===== config.mk =====
export PLATFORM = sky130hd
export DESIGN_NAME = sync_fifo_param
export DESIGN_NICKNAME = d
export VERILOG_FILES = /design/src/rtl/sync_fifo_param.sv
export SDC_FILE = /design/constraint.sdc
export NUM_CORES = 2
export LEC_CHECK = 0
export BUFFER_PORTS_ARGS = -buffer_cell sky130_fd_sc_hd__buf_2
export CAP_MARGIN = 20
export CORE_ASPECT_RATIO = 1.2
export CORE_MARGIN = 1.5
export CORE_UTILIZATION = 55
export CTS_CLUSTER_SIZE = 8
export DETAILED_ROUTE_END_ITERATION = 16
export HOLD_SLACK_MARGIN = 0.12
export PLACE_DENSITY = 0.71
export SLEW_MARGIN = 25
export SYNTH_ARGS = -nofsm -noshare
export SYNTH_HDL_FRONTEND = slang
export SYNTH_SLANG_ARGS = --single-unit

===== constraint.sdc =====
create_clock -name clk -period 6.5 [get_ports clk]
set_input_delay 0.325 -clock clk [delete_from_list [all_inputs] [get_ports clk]]
set_output_delay 0.325 -clock clk [all_outputs]
set_load 0.01 [all_outputs]

===== src/rtl/sync_fifo_param.sv =====
// Single-clock FIFO with a registered read port; full/empty/almost flags come from the word count.
// Define FIFO_ERR_FLAGS_EN to build the sticky overflow/underflow flags.
module sync_fifo_param #(
  parameter int unsigned DATA_W   = 8,
  parameter int unsigned ADDR_W   = 8,
  parameter int unsigned AF_LEVEL = 2**ADDR_W - 4,
  parameter int unsigned AE_LEVEL = 4
) (
  input  logic              clk,
  input  logic              rst,
  input  logic              wr_en,
  input  logic [DATA_W-1:0] data_in,
  input  logic              rd_en,
  output logic [DATA_W-1:0] data_out,
  output logic              rd_valid,
  output logic [ADDR_W:0]   buf_cnt,
  output logic              full,
  output logic              empty,
  output logic              almost_full,
  output logic              almost_empty,
  output logic              overflow,
  output logic              underflow,
  input  logic              err_clr
);

  localparam int unsigned DEPTH = 2**ADDR_W;
  localparam int unsigned CNT_W = ADDR_W + 1;
  localparam logic [ADDR_W:0] CntMax = CNT_W'(DEPTH);

  logic [DATA_W-1:0] mem [DEPTH];

  logic [ADDR_W-1:0] wr_addr_q, rd_addr_q;
  logic [ADDR_W:0]   cnt_q, cnt_d;
  logic [DATA_W-1:0] data_out_q;
  logic              rd_valid_q;
  logic              wr_acc, rd_acc;

  assign full         = (cnt_q == CntMax);
  assign empty        = (cnt_q == '0);
  assign almost_full  = (32'(cnt_q) >= AF_LEVEL);
  assign almost_empty = (32'(cnt_q) <= AE_LEVEL);

  assign wr_acc = wr_en && !full;
  assign rd_acc = rd_en && !empty;

  always_comb begin
    cnt_d = cnt_q;
    case ({wr_acc, rd_acc})
      2'b10:   cnt_d = cnt_q + CNT_W'(1);
      2'b01:   cnt_d = cnt_q - CNT_W'(1);
      default: cnt_d = cnt_q;
    endcase
  end

  // No reset on the array; a write in a reset cycle is dropped so it cannot resurface.
  always_ff @(posedge clk) begin
    if (wr_acc && !rst) begin
      mem[wr_addr_q] <= data_in;
    end
  end

  always_ff @(posedge clk) begin
    if (rst) begin
      wr_addr_q  <= '0;
      rd_addr_q  <= '0;
      cnt_q      <= '0;
      data_out_q <= '0;
      rd_valid_q <= 1'b0;
    end else begin
      if (wr_acc) begin
        wr_addr_q <= wr_addr_q + ADDR_W'(1);
      end
      if (rd_acc) begin
        rd_addr_q  <= rd_addr_q + ADDR_W'(1);
        data_out_q <= mem[rd_addr_q];
      end
      rd_valid_q <= rd_acc;
      cnt_q      <= cnt_d;
    end
  end

  assign data_out = data_out_q;
  assign rd_valid = rd_valid_q;
  assign buf_cnt  = cnt_q;

`ifdef FIFO_ERR_FLAGS_EN
  logic ovf_q, udf_q;

  // A new error in the same cycle as err_clr keeps the flag set.
  always_ff @(posedge clk) begin
    if (rst) begin
      ovf_q <= 1'b0;
      udf_q <= 1'b0;
    end else begin
      ovf_q <= (wr_en && full) || (ovf_q && !err_clr);
      udf_q <= (rd_en && empty) || (udf_q && !err_clr);
    end
  end

  assign overflow  = ovf_q;
  assign underflow = udf_q;
`else
  logic unused_err_clr;
  assign unused_err_clr = err_clr;
  assign overflow       = 1'b0;
  assign underflow      = 1'b0;
`endif

endmodule


==> impl_metrics.json <==
{
  "r2r-end": "data_out[5]",
  "grt_max_degree": 197,
  "clock_skew_ps": 34.1,
  "post-cts-setup-buffer-count": 0,
  "syn_area_um2": 81400,
  "drive_above_1_share": 0.226,
  "status": "completed",
  "fp.dieH_um": 424,
  "tightest_slew_ps": 1180,
  "cp_slowest_cell": "nand3b_2",
  "cpPeakStageDelay_ps": 870,
  "yosys_warnings": 0,
  "area_growth_pct": 12.5,
  "finalSetupViolations": 0,
  "clock_latency_ps": 910,
  "cts_tree": "done",
  "ys_ff_latch": 2082,
  "yosysSeqAreaShare": 0.764,
  "cpLargestDelayFamily": "simple AND/OR/NAND/NOR gates",
  "start_util": 0.554,
  "nNetsFinal": 4169,
  "ff2ff_setup_slack_ps": 2000,
  "min_path_type": "primary input to flip-flop",
  "synth_cells": 3941,
  "cp-end-kind": "flip-flop",
  "drc": 0,
  "power_leakage_uw": 0.0282,
  "slew_headroom": 0.194,
  "fillerInstances": 9717,
  "p_per_area_nw_per_um2": 364,
  "final_cell_mix": "2048 x edfxtp_1, 462 x mux4_2, 320 x nor2_1",
  "synth_cell_type_count": 75,
  "multi_input_comb_area_um2": 17800,
  "fmax_mhz": 222,
  "drt-initial-drc-count": 5759,
  "crit_required_ps": 7330,
  "wl_um": 207000,
  "cp-start-kind": "flip-flop",
  "hold_viol_final": 0,
  "peakVddDrop_mv": 0.317,
  "grt.overflow.total": 0,
  "hold-path-endpoint": "mem[60][1]",
  "path_cells": "buf_12, nand3b_2, o221ai_1, a21oi_1, a21oi_1, nor2_1, nor4_1, a211o_1",
  "grt_first_pass_wirelength_um": 296000,
  "hold_depth": 1,
  "async_flop_share": 0,
  "crit_arrival_ps": 5330,
  "track_usage": 0.278,
  "io_pins": 37,
  "yosys_most_used_dff": "edfxtp_1",
  "cpMostUsedCell": "a21oi_1",
  "worst-path-buf-inv": 1,
  "place.gp.congestion": 0.879,
  "holdWs_ps": 136,
  "routedWlPerCell_um": 33.8,
  "cts_resized": 0,
  "grt_pass1_vias": 41800,
  "r2r_cells": 8,
  "hold_buffers": 6,
  "dr.pass1.iters": 6,
  "dp_hpwl_um": 119000,
  "setup_ws_ps": 2000,
  "cts-root-buf": "clkbuf_16",
  "cts_sinks": 2082,
  "min_period_ps": 4500,
  "port_buffers": 33,
  "cts.clk_slew.worst_paths_ps": 50,
  "dieWidth_um": 354,
  "drtAntennaViolNets": 0,
  "slew_violations": 0,
  "cts_buffer_depth": 4,
  "htree_levels": 5,
  "finalCritPeriodShare": 0.692,
  "regArea_um2": 62200,
  "synth-edff-count": 2048,
  "layout_commonest_cell": "edfxtp_1",
  "crit_fanout": 88,
  "vias": 41000,
  "fp.dieArea_um2": 150000,
  "vias_per_cell": 6.68,
  "rsz0062_at_grt": "no",
  "finalPower_uw": 33300,
  "place_ws_ps": 2280,
  "final_util": 0.624,
  "antenna_found_initial": 3,
  "crit_type": "flip-flop to flip-flop",
  "maxCapViolCount": 0,
  "avgSynthCellArea_um2": 20.7,
  "rows": 154,
  "fin_tns_setup_ps": 0,
  "numCtsBuffers": 310,
  "worstHoldStart": "data_in[1]",
  "worstReg2RegStart": "rd_addr_q[0]",
  "core_um2": 147000
}
==> final cells by class <==
class	instances	area share
Sequential cell	2082	0.679
Inverter	15	0.000656
Multi-Input combinational cell	1611	0.194
Timing Repair Buffer	122	0.0118
Antenna cell	1	0.0000273
Tap cell	1950	0.0266
Clock inverter	7	0.000751
Clock buffer	345	0.0871
==> cells by family (layout without fill, tap and decap cells) <==
group	after synthesis	after routing	share of synthesized area
buffers and inverters	249	489	0.0187
DFF	2082	2082	0.764
AOI/OAI and AO/OA	374	374	0.0319
xor gates and xnor gates	19	19	0.00204
and+or+nand+nor	560	560	0.0292
adders and majority gates	14	14	0.00224
muxes	642	642	0.152
other	1	3	0.0000461
==> layer usage <==
metal  vias up  track usage  routed length, um
li1      16600            -                  -
met1     21300        0.370              75300
met2      2512        0.436              99600
met3       521       0.0650              21500
met4         2        0.138              10700
met5         -            0                 20
==> cells in the mapped netlist, drive strengths merged, types with 6 or more instances <==
| cell | n | area share |
|---|---|---|
| mux2 | 11 | 0.0015 |
| clkbuf | 87 | 0.0040 |
| a211o | 7 | 0.00075 |
| buf | 147 | 0.014 |
| mux4 | 471 | 0.13 |
| nor2 | 322 | 0.015 |
| o21ai | 46 | 0.0028 |
| nor3 | 19 | 0.0012 |
| a31oi | 14 | 0.0011 |
| a22oi | 44 | 0.0041 |
| dfxtp | 34 | 0.0084 |
| o221ai | 23 | 0.0025 |
| edfxtp | 2048 | 0.76 |
| inv | 14 | 0.00065 |
| o22ai | 30 | 0.0023 |
| ha | 13 | 0.0020 |
| nor2b | 26 | 0.0020 |
| nand2 | 114 | 0.0053 |
| and2 | 11 | 0.00085 |
| nand4 | 8 | 0.00061 |
| mux2i | 160 | 0.020 |
| o31ai | 6 | 0.00055 |
| xnor2 | 10 | 0.0011 |
| a2111oi | 9 | 0.0010 |
| a211oi | 34 | 0.0031 |
| a221oi | 33 | 0.0038 |
| nand3 | 31 | 0.0019 |
| a21oi | 83 | 0.0051 |
| xor2 | 9 | 0.00097 |
| a22o | 12 | 0.0013 |
==> worst max-delay path by stage <==
stage                      start           to  slack (ps)  cells after the start
floorplan             buf_cnt[3]   buf_cnt[8]        2870                     14
global placement    rd_addr_q[0]  data_out[6]        2280                      8
detailed placement  rd_addr_q[0]  data_out[6]        2280                      8
CTS                 rd_addr_q[0]  data_out[6]        2260                      8
global route        rd_addr_q[0]  data_out[5]        1930                      8
finish              rd_addr_q[0]  data_out[5]        2000                      8
==> metrics by stage <==
step | std cells | instance area (um^2)
CTS | 6129 | 91500
global placement | 5771 | 83400
detailed placement | 5771 | 83400
finish | 6133 | 91600
floorplan | 3942 | 81400
global route | 6132 | 91600
==> worst register-to-register path, cell delays in order, from the launching register on <==
cell and delay (ps):
dfxtp_4 830, buf_12 580, nand3b_2 1020, o221ai_1 570, a21oi_1 90, a21oi_1 360
nor2_1 80, nor4_1 720, a211o_1 180
==> state kept, by name (all words and copies together), names as in the netlist <==
signal / flops
buf_cnt: 9
data_out: 8
mem: 2048
rd_valid: 1
rd_addr_q: 8
wr_addr_q: 8
==> power breakdown <==
group	total (uW)	internal, uW	switching, uW
clock network	13700	8490	5230
registers	15000	14800	160
logic	4610	2080	2530
Note: power is estimated with default switching activity, not from simulation.
